==> config.mk <==
export PLATFORM = sky130hd
export DESIGN_NAME = wts_channel_sequencer
export DESIGN_NICKNAME = d
export VERILOG_FILES = /design/src/rtl/wts_channel_sequencer.sv
export SDC_FILE = /design/constraint.sdc
export NUM_CORES = 1
export LEC_CHECK = 0
export CAP_MARGIN = 40
export CORE_AREA = 2 2 56 58
export DETAILED_ROUTE_END_ITERATION = 16
export DIE_AREA = 0 0 58 60
export PLACE_DENSITY = 0.74
export SETUP_SLACK_MARGIN = 0.4
export SLEW_MARGIN = 20
export SYNTH_ARGS = -nofsm -noshare
export SYNTH_HDL_FRONTEND = slang
export SYNTH_SLANG_ARGS = --single-unit
==> constraint.sdc <==
create_clock -name clk -period 2.2 [get_ports clk]
set_input_delay 0.22 -clock clk [delete_from_list [all_inputs] [get_ports clk]]
set_output_delay 0.22 -clock clk [all_outputs]
set_load 0.01 [all_outputs]
==> src/rtl/wts_channel_sequencer.sv <==
// Time-multiplexed channel selector: one registered channel value per enable tick.
// Optional build macro WTS_SEQ_SKIP_MASKED_EN makes masked channels consume no ticks.
module wts_channel_sequencer #(
  parameter int BITS     = 8,
  parameter int CHANNELS = 5,
  parameter int AW       = 3
) (
  input  logic                     clk,
  input  logic                     reset,
  input  logic                     enable,
  input  logic [BITS*CHANNELS-1:0] regs,
  input  logic [CHANNELS-1:0]      mask,
  output logic [AW-1:0]            active,
  output logic [BITS-1:0]          result,
  output logic                     valid,
  output logic                     frame_start
);

  localparam logic [AW-1:0] LAST = AW'(CHANNELS - 1);
  localparam int            IW   = AW + 1;

  logic [AW-1:0]   r_ptr;
  logic [AW-1:0]   r_active;
  logic [BITS-1:0] r_result;
  logic            r_valid;
  logic            r_frame_start;

  logic [AW-1:0]   w_sel;
  logic            w_hit;
  logic [BITS-1:0] w_value;

`ifdef WTS_SEQ_SKIP_MASKED_EN
  logic [IW-1:0] w_idx;

  // Rotated priority search: walk offsets from the far end back to ptr so the
  // nearest active channel at or after ptr overwrites any further candidate.
  always_comb begin
    w_sel = r_ptr;
    w_hit = 1'b0;
    w_idx = '0;
    for (int k = CHANNELS - 1; k >= 0; k--) begin
      w_idx = {1'b0, r_ptr} + IW'(k);
      if (w_idx >= IW'(CHANNELS)) w_idx = w_idx - IW'(CHANNELS);
      if (mask[w_idx[AW-1:0]]) begin
        w_sel = w_idx[AW-1:0];
        w_hit = 1'b1;
      end
    end
  end
`else
  always_comb begin
    w_sel = r_ptr;
    w_hit = 1'b1;
  end
`endif

  always_comb begin
    w_value = '0;
    if (mask[w_sel]) w_value = regs[int'(w_sel)*BITS +: BITS];
  end

  // valid: one-cycle strobe, no backpressure; result/active changed on this
  // edge. frame_start rides on valid when the selection wrapped through slot 0.
  always_ff @(posedge clk) begin
    if (reset) begin
      r_ptr         <= '0;
      r_active      <= '0;
      r_result      <= '0;
      r_valid       <= 1'b0;
      r_frame_start <= 1'b0;
    end else if (enable && w_hit) begin
      r_active      <= w_sel;
      r_result      <= w_value;
      r_valid       <= 1'b1;
      r_frame_start <= (r_ptr == '0) || (w_sel < r_ptr);
      r_ptr         <= (w_sel == LAST) ? '0 : w_sel + 1'b1;
    end else begin
      r_valid       <= 1'b0;
      r_frame_start <= 1'b0;
    end
  end

  assign active      = r_active;
  assign result      = r_result;
  assign valid       = r_valid;
  assign frame_start = r_frame_start;

endmodule

==> results.toml <==
[clocking]
cts_made_buffers = 3
cts-hold-fix-buffers = 0
cts_repair_resize_count = 0
clockRootBuffer = "sky130_fd_sc_hd__clkbuf_4"
cts_tree = "done"
post_cts_buffers = 0
cts.sink_count = 16
clk_path_buf_depth = 2
cts.clk_slew.worst_paths_ns = 0.10
clock_tree.htree_level_count = 1
clkLatencyLatePin_ns = 0.28

[floorplan]
die-area_um2 = 3480
number_of_ports_placed_on_the_die_boundary = 61
start_util = 0.3491
die_width_um = 58
die_height_um = 60
coreArea_um2 = 2903
placementRows = 20

[timing]
fmax_mhz = 614.5
slew_headroom = 0.6405
report.final.hold_viol_count = 0
final.setup.tns_ns = 0
finalSetupViolCount = 0
rsz0062_at_grt = "no"
timing_max_transition_violations_final = 0
clock-skew-final_ns = 0.007278
finalCriticalPeriod_ns = 1.627
worst_tran_pin_value_ns = 0.5373
post_route_clock_period_utilization = 0.7397

[placed_design]
place.detailed.hpwl_um = 2344
io_buffers = 60
placed_cells_incl_taps = 219
routabilityCongestion = 0.7397

[synthesis]
synth_top_area_frac = 0.3160
most_used_standard_cells_in_the_synthesized_netlist = "19 x sky130_fd_sc_hd__a21oi_1, 19 x sky130_fd_sc_hd__nand2_1, 18 x sky130_fd_sc_hd__nand2b_1"
warnings_from_yosys = 0
synthesized_net_count = 182
number_of_enable_flip_flop_cells_after_synthesis = 0
synth.yosys.seq_area_share = 0.3160
yosysTopAreaCell = "sky130_fd_sc_hd__dfxtp_1"
ys_top_cells_by_area = "sky130_fd_sc_hd__dfxtp_1 32%, sky130_fd_sc_hd__nand2b_1 11%, sky130_fd_sc_hd__mux2_2 10%, sky130_fd_sc_hd__a21oi_1 9.4%, sky130_fd_sc_hd__nand2_1 7.0%"
postSynthAreaPerCell_um2 = 7.678
netlist-cell-type-count = 23
syn_area_um2 = 1013
synth_seq_cells = 16
synthesis.instances = 132
synth_ff_type = "sky130_fd_sc_hd__dfxtp_1"
synth-async-reset-ratio = 0

[layout]
insertedDiodeCount = 0
design.final.nets = 241
stdcell_count = 223
syn2layout_area_growth_pct = 64.81
final.fill_count = 281
finish.utilization = 0.5754
multi_input_comb_area_um2 = 630.6
footprint_of_the_flip_flops_and_latches_um2 = 320.3
drive_above_1_share = 0.1053

[worst_setup_path]
worst-path-max-fanout = 17
critical_path.reg2reg.startpoint = "r_ptr[0]$_SDFFE_PP0P_"
setup.worst_path.start_class = "flip-flop"
worst_ep_required_time_ns = 2.37
crit_arrival_ns = 1.80
worstSetupEndpointType = "flip-flop"
path_class = "flip-flop to flip-flop"
reg2reg_depth = 4
worst_r2r_endpoint = "result[4]$_SDFFE_PP0P_"
worst_setup_slack_for_register_to_register_paths_ns = 0.57

[detailed_routing]
drc = 0
finalWirelength_um = 2965
route.antenna.remaining_nets = 0
drt-pass1-iter-count = 4
detail_route.wl_per_cell_um = 13.30
detail_route.vias_per_cell = 5.045
vias = 1125
first_iter_violations = 29

[grt]
grt_first_pass_wirelength_um = 4781
grt_max_degree = 25
grt_total_usage = 0.1770
grt_pass1_vias = 1093
grt-ovfl-total = 0
antenna_violations_before_repair = 0

[outcome]
status = "finished, final reports clean"

[hold_path]
hold-path-cell-count = 2
min_delay_path_class = "flip-flop to flip-flop"
min_delay_worst_endpoint = "result[5]$_SDFFE_PP0P_"
hp-start = "result[5]$_SDFFE_PP0P_"

[pwr]
vdd_drop_max_uv = 395.5
power-per-cell-area_nw_per_um2 = 460.4
total_power_w = 0.0007691
p_leak_nw = 0.6426

[run]
timing.max_cap.violations = 0
==> per-stage QoR <==
step / hold WS, ns / worst slack (ns) / cell area, um2
after detailed placement: 0.4474 / 0.4189 / 1634
after global placement: 0.4354 / 0.4938 / 1634
final: 0.4568 / 0.5726 / 1670
after global routing: 0.4891 / 0.4227 / 1670
after CTS: 0.4602 / 0.5658 / 1670
after floorplan: 0.3965 / 0.6475 / 1013
==> state kept, by name, indices dropped and copies added (netlist names) <==
| name | count |
|---|---|
| active | 3 |
| frame_start | 1 |
| r_ptr | 3 |
| result | 8 |
| valid | 1 |
==> per-layer routing <==
| metal | part of all wire | vias up | track usage |
|---|---|---|---|
| li1 | - | 568 | - |
| met1 | 0.40 | 497 | 0.2050 |
| met2 | 0.48 | 56 | 0.3133 |
| met3 | 0.11 | 4 | 0.05628 |
| met4 | 0.010 | 0 | 0.04983 |
| met5 | 0 | - | 0 |
==> worst max-delay path, stage by stage, from the launching register on <==
cell                      delay, ns
sky130_fd_sc_hd__dfxtp_1       0.63
sky130_fd_sc_hd__buf_4         0.31
sky130_fd_sc_hd__mux2_2        0.36
sky130_fd_sc_hd__o22ai_1       0.14
sky130_fd_sc_hd__o21ai_1       0.08
==> how the worst max path moves through the flow <==
stage	start	endpoint	depth (start not counted)	slack (ns)
6_report	r_ptr[0]$_SDFFE_PP0P_	result[4]$_SDFFE_PP0P_	4	0.57
5_1_grt	r_ptr[0]$_SDFFE_PP0P_	result[2]$_SDFFE_PP0P_	4	0.42
4_1_cts	r_ptr[0]$_SDFFE_PP0P_	result[4]$_SDFFE_PP0P_	4	0.57
3_5_place_dp	reset	result[4]$_SDFFE_PP0P_	5	0.42
3_3_place_gp	reset	result[7]$_SDFFE_PP0P_	5	0.49
2_1_floorplan	r_ptr[1]$_SDFFE_PP0P_	r_ptr[0]$_SDFFE_PP0P_	8	0.65
==> area by class of cell <==
cell class / count / share of cell area
well taps: 33 / 0.02472
clock buffers: 4 / 0.02172
multi-input cells: 103 / 0.3775
repair buffers: 64 / 0.3775
inverters: 3 / 0.006742
flip-flops and latches: 16 / 0.1918
==> placed cells by master, fill, tap and decap left out <==
cell type	instances
sky130_fd_sc_hd__inv_1	3
sky130_fd_sc_hd__mux2i_1	4
sky130_fd_sc_hd__o21ai_0	1
sky130_fd_sc_hd__o22ai_1	8
sky130_fd_sc_hd__a22o_4	1
sky130_fd_sc_hd__clkbuf_4	3
sky130_fd_sc_hd__clkdlybuf4s50_1	60
sky130_fd_sc_hd__a21oi_1	19
sky130_fd_sc_hd__nor2_1	8
sky130_fd_sc_hd__a31oi_1	1
sky130_fd_sc_hd__mux2_2	9
sky130_fd_sc_hd__ha_1	2
sky130_fd_sc_hd__or2_2	1
sky130_fd_sc_hd__nand2b_1	18
sky130_fd_sc_hd__nor3b_1	1
sky130_fd_sc_hd__nand3_1	2
sky130_fd_sc_hd__o21ai_2	1
sky130_fd_sc_hd__o21ai_1	7
sky130_fd_sc_hd__a211o_1	1
sky130_fd_sc_hd__buf_4	4
sky130_fd_sc_hd__nand2_1	19
sky130_fd_sc_hd__clkbuf_8	1
sky130_fd_sc_hd__dfxtp_1	16
==> cells by family after synthesis <==
group,after synthesis,synth area share
and+or+nand+nor,49,0.2346
AOI/OAI and AO/OA,39,0.2235
DFF,16,0.3161
buffers and inverters,13,0.06172
muxes,13,0.1395
adders and majority gates,2,0.02469
==> where the power goes <==
part	leakage [nW]	switching (W)	internal (W)
logic	0.491	0.0000928	0.000159
clock network	0.0210	0.0000919	0.000101
registers	0.131	0.0000161	0.000309
No activity file was read; power rests on OpenSTA's default activity.
==> RTL change: new RTL, config.mk and constraints unchanged <==
The option `WTS_SEQ_SKIP_MASKED_EN` is turned on by a define.
--- a/src/rtl/wts_channel_sequencer.sv
+++ b/src/rtl/wts_channel_sequencer.sv
@@ -2,2 +2,4 @@
 // Optional build macro WTS_SEQ_SKIP_MASKED_EN makes masked channels consume no ticks.
+`define WTS_SEQ_SKIP_MASKED_EN
+
 module wts_channel_sequencer #(
Formal check against the unedited RTL: not equivalent (Yosys sat finds a counterexample within 4 cycles, from zero or initial values and one cycle with reset high).
==> RTL change against the unedited design <==
- the run now fails in global placement without I/O
- synthesized area increased by 140%
==> RTL change: results (changes against the unedited design) <==
[outcome]
status = did not finish
flow.stopped_at = global placement without I/O
error_line = [ERROR GPL-0301] Utilization 100.951 % exceeds 100%.

[synthesis]
yosys.cell_types.count = 76  ; +230%
netlist_top_cells_area = dfxtp_1 13%, mux2i_1 8.5%, ha_1 7.1%, a21oi_1 4.3%, buf_6 3.2%
ys_seq_area_frac = 0.130  ; -0.186
yosys-top-cells-count = 21 x a21oi_1, 21 x mux2i_1, 16 x dfxtp_1
synth-seq-cells = 16  ; unchanged
synth-main-ff-cell = dfxtp_1
netlist_area_sq_um = 2460  ; +140%
async_flop_share = 0  ; unchanged
yosys.area.top_type_share = 0.130  ; -0.186
syn-num-nets = 361  ; +98%
syn_area_per_cell_sq_um = 8.25  ; +7.5%
ys_warn_count = 0  ; unchanged

-- RTL change: cell count changes after synthesis, sizes merged, moves of 8 or more --
cell    delta
inv       +11
ha        +12
nand2b     -9
buf       +10
nor2       +9
mux2i     +17
a21o       +8
o211ai     +8
a211oi    +10
-- RTL change: cells by family after synthesis --
group / share of synthesized area
AO/OA/AOI/OAI: 0.357
XOR/XNOR: 0.0107
adder cells (fa/ha/maj): 0.0794
buffers and inverters: 0.0845
flip-flops: 0.130
multiplexers: 0.121
AND/OR/NAND/NOR: 0.218
